--- src/rtl/mem_req_arbiter.sv ---
// mem_req_arbiter
// Shares one memory bus port between icache line fills and dcache line
// reads / write-backs. One transaction is in flight at a time. Each response
// is routed combinationally to the requester that owns the transaction.
// A WAIT phase that runs too long is aborted and flagged in the sticky err bit.

module mem_req_arbiter #(
  parameter int ADDR_W  = 15,
  parameter int LINE_W  = 256,
  parameter int TIMEOUT = 64,
  parameter int CNT_W   = 7
) (
  input  logic              clk,
  input  logic              rst,
  // icache side
  input  logic              ic_req_vld,
  input  logic [ADDR_W-1:0] ic_req_addr,
  output logic              ic_req_rd,
  output logic              ic_mem_vld,
  output logic [LINE_W-1:0] ic_mem_data,
  output logic [ADDR_W-1:0] ic_mem_addr,
  // dcache side
  input  logic              dc_req_vld,
  input  logic [ADDR_W-1:0] dc_req_addr,
  input  logic              dc_req_wr,
  input  logic [LINE_W-1:0] dc_wr_data,
  output logic              dc_req_rd,
  output logic              dc_rsp_vld,
  output logic [LINE_W-1:0] dc_rsp_data,
  // bus interface unit side
  output logic              bus_req_vld,
  output logic [ADDR_W-1:0] bus_req_addr,
  output logic              bus_req_wr,
  output logic [LINE_W-1:0] bus_wr_data,
  input  logic              bus_req_rd,
  input  logic              bus_rsp_vld,
  input  logic [LINE_W-1:0] bus_rsp_data,
  // status
  output logic              busy,
  output logic              err
);

  // Byte-offset bits inside one cache line; cleared to line-align addresses.
  localparam logic [ADDR_W-1:0] OFS_MASK = ADDR_W'(LINE_W / 8 - 1);
  // Counter value of the last WAIT cycle before the transaction is abandoned.
  localparam logic [CNT_W-1:0]  CNT_LAST = CNT_W'(TIMEOUT - 1);

  typedef enum logic [1:0] {
    IDLE  = 2'd0,
    ISSUE = 2'd1,
    WAIT  = 2'd2
  } state_t;

  state_t             state_q, state_d;
  logic               last_ic_q, last_ic_d;    // 1: icache got the last grant
  logic               owner_ic_q, owner_ic_d;  // 1: in-flight txn belongs to icache
  logic [ADDR_W-1:0]  addr_q, addr_d;          // line-aligned address
  logic               wr_q, wr_d;
  logic [LINE_W-1:0]  data_q, data_d;
  logic [CNT_W-1:0]   cnt_q, cnt_d;
  logic               err_q, err_d;

  logic               grant_ic_s;
  logic               grant_dc_s;
  logic               rsp_take_s;              // response accepted this cycle

  // Clear the byte-offset bits of an address.
  function automatic logic [ADDR_W-1:0] line_align(input logic [ADDR_W-1:0] a);
    line_align = a & ~OFS_MASK;
  endfunction

  // Round-robin arbitration in IDLE: a lone requester wins, a tie goes to
  // whichever side was not granted last.
  always_comb begin
    grant_ic_s = 1'b0;
    grant_dc_s = 1'b0;
    if ((state_q == IDLE) && !rst) begin
      if (ic_req_vld && (!dc_req_vld || !last_ic_q)) begin
        grant_ic_s = 1'b1;
      end else if (dc_req_vld) begin
        grant_dc_s = 1'b1;
      end else begin
        grant_ic_s = 1'b0;
        grant_dc_s = 1'b0;
      end
    end else begin
      grant_ic_s = 1'b0;
      grant_dc_s = 1'b0;
    end
  end

  // A bus response only counts while waiting for one.
  always_comb begin
    rsp_take_s = 1'b0;
    if (state_q == WAIT) begin
      rsp_take_s = bus_rsp_vld;
    end else begin
      rsp_take_s = 1'b0;
    end
  end

  // Next-state logic: latch the winner, hand it to the bus, wait for the
  // response or abandon it after TIMEOUT WAIT cycles.
  always_comb begin
    state_d    = state_q;
    last_ic_d  = last_ic_q;
    owner_ic_d = owner_ic_q;
    addr_d     = addr_q;
    wr_d       = wr_q;
    data_d     = data_q;
    cnt_d      = cnt_q;
    err_d      = err_q;
    case (state_q)
      IDLE: begin
        if (grant_ic_s) begin
          owner_ic_d = 1'b1;
          addr_d     = line_align(ic_req_addr);
          wr_d       = 1'b0;
          data_d     = '0;
          last_ic_d  = 1'b1;
          state_d    = ISSUE;
        end else if (grant_dc_s) begin
          owner_ic_d = 1'b0;
          addr_d     = line_align(dc_req_addr);
          wr_d       = dc_req_wr;
          data_d     = dc_wr_data;
          last_ic_d  = 1'b0;
          state_d    = ISSUE;
        end else begin
          state_d    = IDLE;
        end
      end
      ISSUE: begin
        if (bus_req_rd) begin
          cnt_d   = '0;
          state_d = WAIT;
        end else begin
          state_d = ISSUE;
        end
      end
      WAIT: begin
        if (rsp_take_s) begin
          state_d = IDLE;
        end else if (cnt_q == CNT_LAST) begin
          // The response wins a tie with the last WAIT cycle, so the abort
          // is only taken when no response is present.
          err_d   = 1'b1;
          state_d = IDLE;
        end else begin
          cnt_d   = cnt_q + CNT_W'(1);
        end
      end
      default: begin
        state_d = IDLE;
      end
    endcase
  end

  // Output decode: acceptance pulses, bus request fields and response routing.
  // Every data output is forced to zero whenever its valid is low.
  always_comb begin
    ic_req_rd    = grant_ic_s;
    dc_req_rd    = grant_dc_s;
    ic_mem_vld   = 1'b0;
    ic_mem_data  = '0;
    ic_mem_addr  = '0;
    dc_rsp_vld   = 1'b0;
    dc_rsp_data  = '0;
    bus_req_vld  = 1'b0;
    bus_req_addr = '0;
    bus_req_wr   = 1'b0;
    bus_wr_data  = '0;
    if (state_q == ISSUE) begin
      bus_req_vld  = 1'b1;
      bus_req_addr = addr_q;
      bus_req_wr   = wr_q;
      bus_wr_data  = data_q;
    end else begin
      bus_req_vld  = 1'b0;
    end
    if (rsp_take_s && owner_ic_q) begin
      ic_mem_vld  = 1'b1;
      ic_mem_data = bus_rsp_data;
      ic_mem_addr = addr_q;
    end else if (rsp_take_s) begin
      dc_rsp_vld  = 1'b1;
      // A write-back is acknowledged with an all-zero line.
      dc_rsp_data = wr_q ? '0 : bus_rsp_data;
    end else begin
      ic_mem_vld  = 1'b0;
      dc_rsp_vld  = 1'b0;
    end
  end

  // Status outputs follow the state register and the sticky error flop.
  always_comb begin
    busy = (state_q != IDLE);
    err  = err_q;
  end

  // State and latched-transaction registers; reset drops any transaction.
  always_ff @(posedge clk or posedge rst) begin
    if (rst) begin
      state_q    <= IDLE;
      last_ic_q  <= 1'b0;
      owner_ic_q <= 1'b0;
      addr_q     <= '0;
      wr_q       <= 1'b0;
      data_q     <= '0;
      cnt_q      <= '0;
      err_q      <= 1'b0;
    end else begin
      state_q    <= state_d;
      last_ic_q  <= last_ic_d;
      owner_ic_q <= owner_ic_d;
      addr_q     <= addr_d;
      wr_q       <= wr_d;
      data_q     <= data_d;
      cnt_q      <= cnt_d;
      err_q      <= err_d;
    end
  end

endmodule

--- config.mk ---
export PLATFORM = sky130hd
export DESIGN_NAME = mem_req_arbiter
export DESIGN_NICKNAME = d
export VERILOG_FILES = /design/src/rtl/mem_req_arbiter.sv
export SDC_FILE = /design/constraint.sdc
export NUM_CORES = 1
export LEC_CHECK = 0
export BUFFER_PORTS_ARGS = -buffer_cell sky130_fd_sc_hd__buf_2
export CAP_MARGIN = 15
export CORE_AREA = 3 3 529 531
export DETAILED_ROUTE_END_ITERATION = 10
export DIE_AREA = 0 0 532 534
export MAX_ROUTING_LAYER = met4
export PLACE_DENSITY_LB_ADDON = 0.2
export REMOVE_ABC_BUFFERS = 1
export SLEW_MARGIN = 30
export SYNTH_ARGS = -nofsm -noshare
export SYNTH_HDL_FRONTEND = slang
export SYNTH_SLANG_ARGS = --single-unit
--- constraint.sdc ---
create_clock -name clk -period 14.3 [get_ports clk]
set_input_delay 1.43 -clock clk [delete_from_list [all_inputs] [get_ports clk]]
set_output_delay 1.43 -clock clk [all_outputs]
set_load 0.03 [all_outputs]
==> results.md <==
- CTS tree: built
- Vias/cell: 2.64
- Layout Cells excl Fill: between 6000 and 7000
- Die area: 284000 um^2
- Placed Cells incl. Taps: around 6500
- Dominant synthesized flop cell: dfrtp_1
- Synth warnings: 0
- Unrepaired setup endpoints after global routing: no
- HP Class: flop to flop
- Largest net degree at the start of global routing: roughly 250
- Final setup viols: 0
- TritonCTS buffer count: 39
- Yosys reg bits: 278
- Total power: 4310 uW
- DRC: 0
- Top cells by count, synth: 789 x and2_1, 278 x dfrtp_1, 257 x a22o_1, 48 x clkbuf_1, 41 x clkbuf_2
- PortBufs: 1334
- Wire length per cell: 22.6 um
- First-pass GRT wire length: around 190000 um
- Worst Setup EP: bus_wr_data[131]
- Hold_ws: 0.454 ns
- Quantity of gates resized following cts: 0
- Worst setup EP type: primary output
- Hold Fails Final Rpt: 0
- Area Overhead vs Synth: 80.0%
- Fin nets: 3361
- H-tree depth: 2
- CP max FO: roughly 150
- Clk buf depth: 3
- Flop-to-flop setup slack: 11.04 ns
- Initial antenna violation count: 141
- Max-slew headroom: about 31%
- DR pass1 iterations: 5
- Sinks on the clock net: 278
- Final Slew Violations: 0
- Post-synthesis sequential area ratio: 45.0%
- Distinct cells, synth: 37
- Starting Density: under 10%
- Vias in the first global route: between 15000 and 20000
- CP bufs+invs: 3
- Routed WL: 149000 um
- Crit path launch type: flop
- Setup_tns: 0 ns
- HPWL Detailed: 127000 um
- CP peak stage delay: around 0.79 ns
- R2R Path Start: state_q[0]
- Worst-path clk slew: 0.06 ns
- Clk_lat worst skew: 0.60 ns
- Worst Reg-to-Reg Cells: 5
- Yosys top cell area share: 45.0%
- Clk_skew: 0.0235 ns
- Tot GR Track Use: between 10% and 20%
- Worst setup path startpoint: state_q[0]
- Synthesized cell area: 15500 um^2
- Gr ovfl total: 0
- Crit Path Class: flop to primary output
- CP top delay family: buffers and inverters
- Post-Synthesis Cells: 1566
- Io pins: about 1400
- Count leader, synth: and2_1
- Post-CTS setup buffers: 0
- Antenna Nets Post-Route: 0
- Least-Margin Pin Slew: 1.04 ns
- Period minus WS final: 5.40 ns
- Post-route clock period utilization: 37.8%
- Dominant cell type by area after synthesis: dfrtp_1
- Levels on crit path: 5
- Die height: 534 um
- Async SR Flop Fraction: 100%
- Hold Path Depth: 1
- Root Buffer: clkbuf_16
- Arr. time, crit path: 3.97 ns
- Critical path, cell by cell: nor2b_4 -> buf_12 -> buf_4 -> and2_1 -> buf_2
- P per Cell Area: 155 nW/um^2
- Syn_area_per_cell: 9.88 um^2
- Utilization after layout: 10.1%
- Status: complete, no violations
- Post-synth EDFFs: 0
- Via count: 17462
- Reg2reg end: data_q[151]
- Gpl congestion: between 0.8 and 0.9
- Share of post-route cells with drive strength above 1: 50.3%
- Fmax: 185 MHz
- DR iter-0 viols: 864
- Hold bufs inserted after CTS: 0
- Cell Rows: between 150 and 200
- Static Leak: 0.0144 uW
- Peak supply drop: 0.0869 mV
- Top cells by area, synth: dfrtp_1 45%, and2_1 32%, a22o_1 15%
- Max_cap viols: 0
- Critical Path RT: 12.87 ns
- Core Area: 276000 um^2
- Slowest CP cell: buf_4
- Die X: approximately 530 um
-- worst register-to-register path, cell delays in order, from the launching register on --
cell	delay [ns]
dfrtp_1	0.48
nor3_4	0.33
and3_4	0.39
buf_12	0.41
buf_4	1.27
a22o_1	0.32
-- per-layer routing --
metal / up-vias / global-route usage, % / share of wire (%)
met5: - / - / 0
met4: 0 / 2.75 / 2.7
met3: 207 / 3.78 / 9.1
met2: 1048 / 19.7 / 55
met1: 8427 / 9.57 / 33
li1: 7780 / - / -
-- per-stage QoR --
stage	setup slack [ns]	instance area, um^2
after global placement	9.27	26200
after CTS	8.78	27600
after detailed placement	9.27	26200
final	8.90	27800
after global routing	8.56	27800
after floorplan	5.20	14700
-- flip-flops by register name, summed over array words and instances (netlist names) --
register	flops
cnt_q	7
state_q	2
err	1
wr_q	1
addr_q	10
data_q	256
owner_ic_q	1
-- worst min-delay path by stage --
stage	start	slack [ns]	end
after floorplan	addr_q[10]	0.46	addr_q[10]
after global placement	err	0.44	err
after detailed placement	err	0.44	err
after CTS	err	0.46	err
after global routing	err	0.48	err
final	err	0.45	err
-- power by group --
part | switching, uW | leakage, uW | internal [uW] | total [uW]
Sequential | 214 | 0.00362 | 1150 | 1360
Clock | 429 | 0.000663 | 642 | 1070
Combinational | 1230 | 0.0101 | 644 | 1870
-- cells in the final DEF, fill, tap and decap left out, drive strengths merged, types with 3 or more instances in the layout --
master / instances
diode: 81
nand3: 6
buf: 1353
dfrtp: 278
a22o: 257
o21ai: 14
and2: 789
a31oi: 3
and3: 4
clkbuf: 54
nand2: 20
bufinv: 5
nor2: 3
mux2i: 10
clkinv: 7
conb: 10
inv: 5
-- cell families after synthesis --
kind of cell    count (synthesis)  synth area share [%]
compound gates                284                  15.7
fa+ha+maj                       1                0.0809
buf+inv                       161                  5.21
flops                         278                  45.0
mux                            10                 0.647
other cells                     1                0.0242
simple gates                  831                  33.4
-- cell type report --
type                    instances  area [um^2]
diodes                         81          203
clock buffers                  54         1120
clock inverters                15          229
fillers                     32297       248000
inverters                       3         18.8
multi-input cells            1136         7770
flip-flops and latches        278         6960
well taps                    3705         4640
repair buffers               1353         6900
No activity file was read; power rests on OpenSTA's default activity.
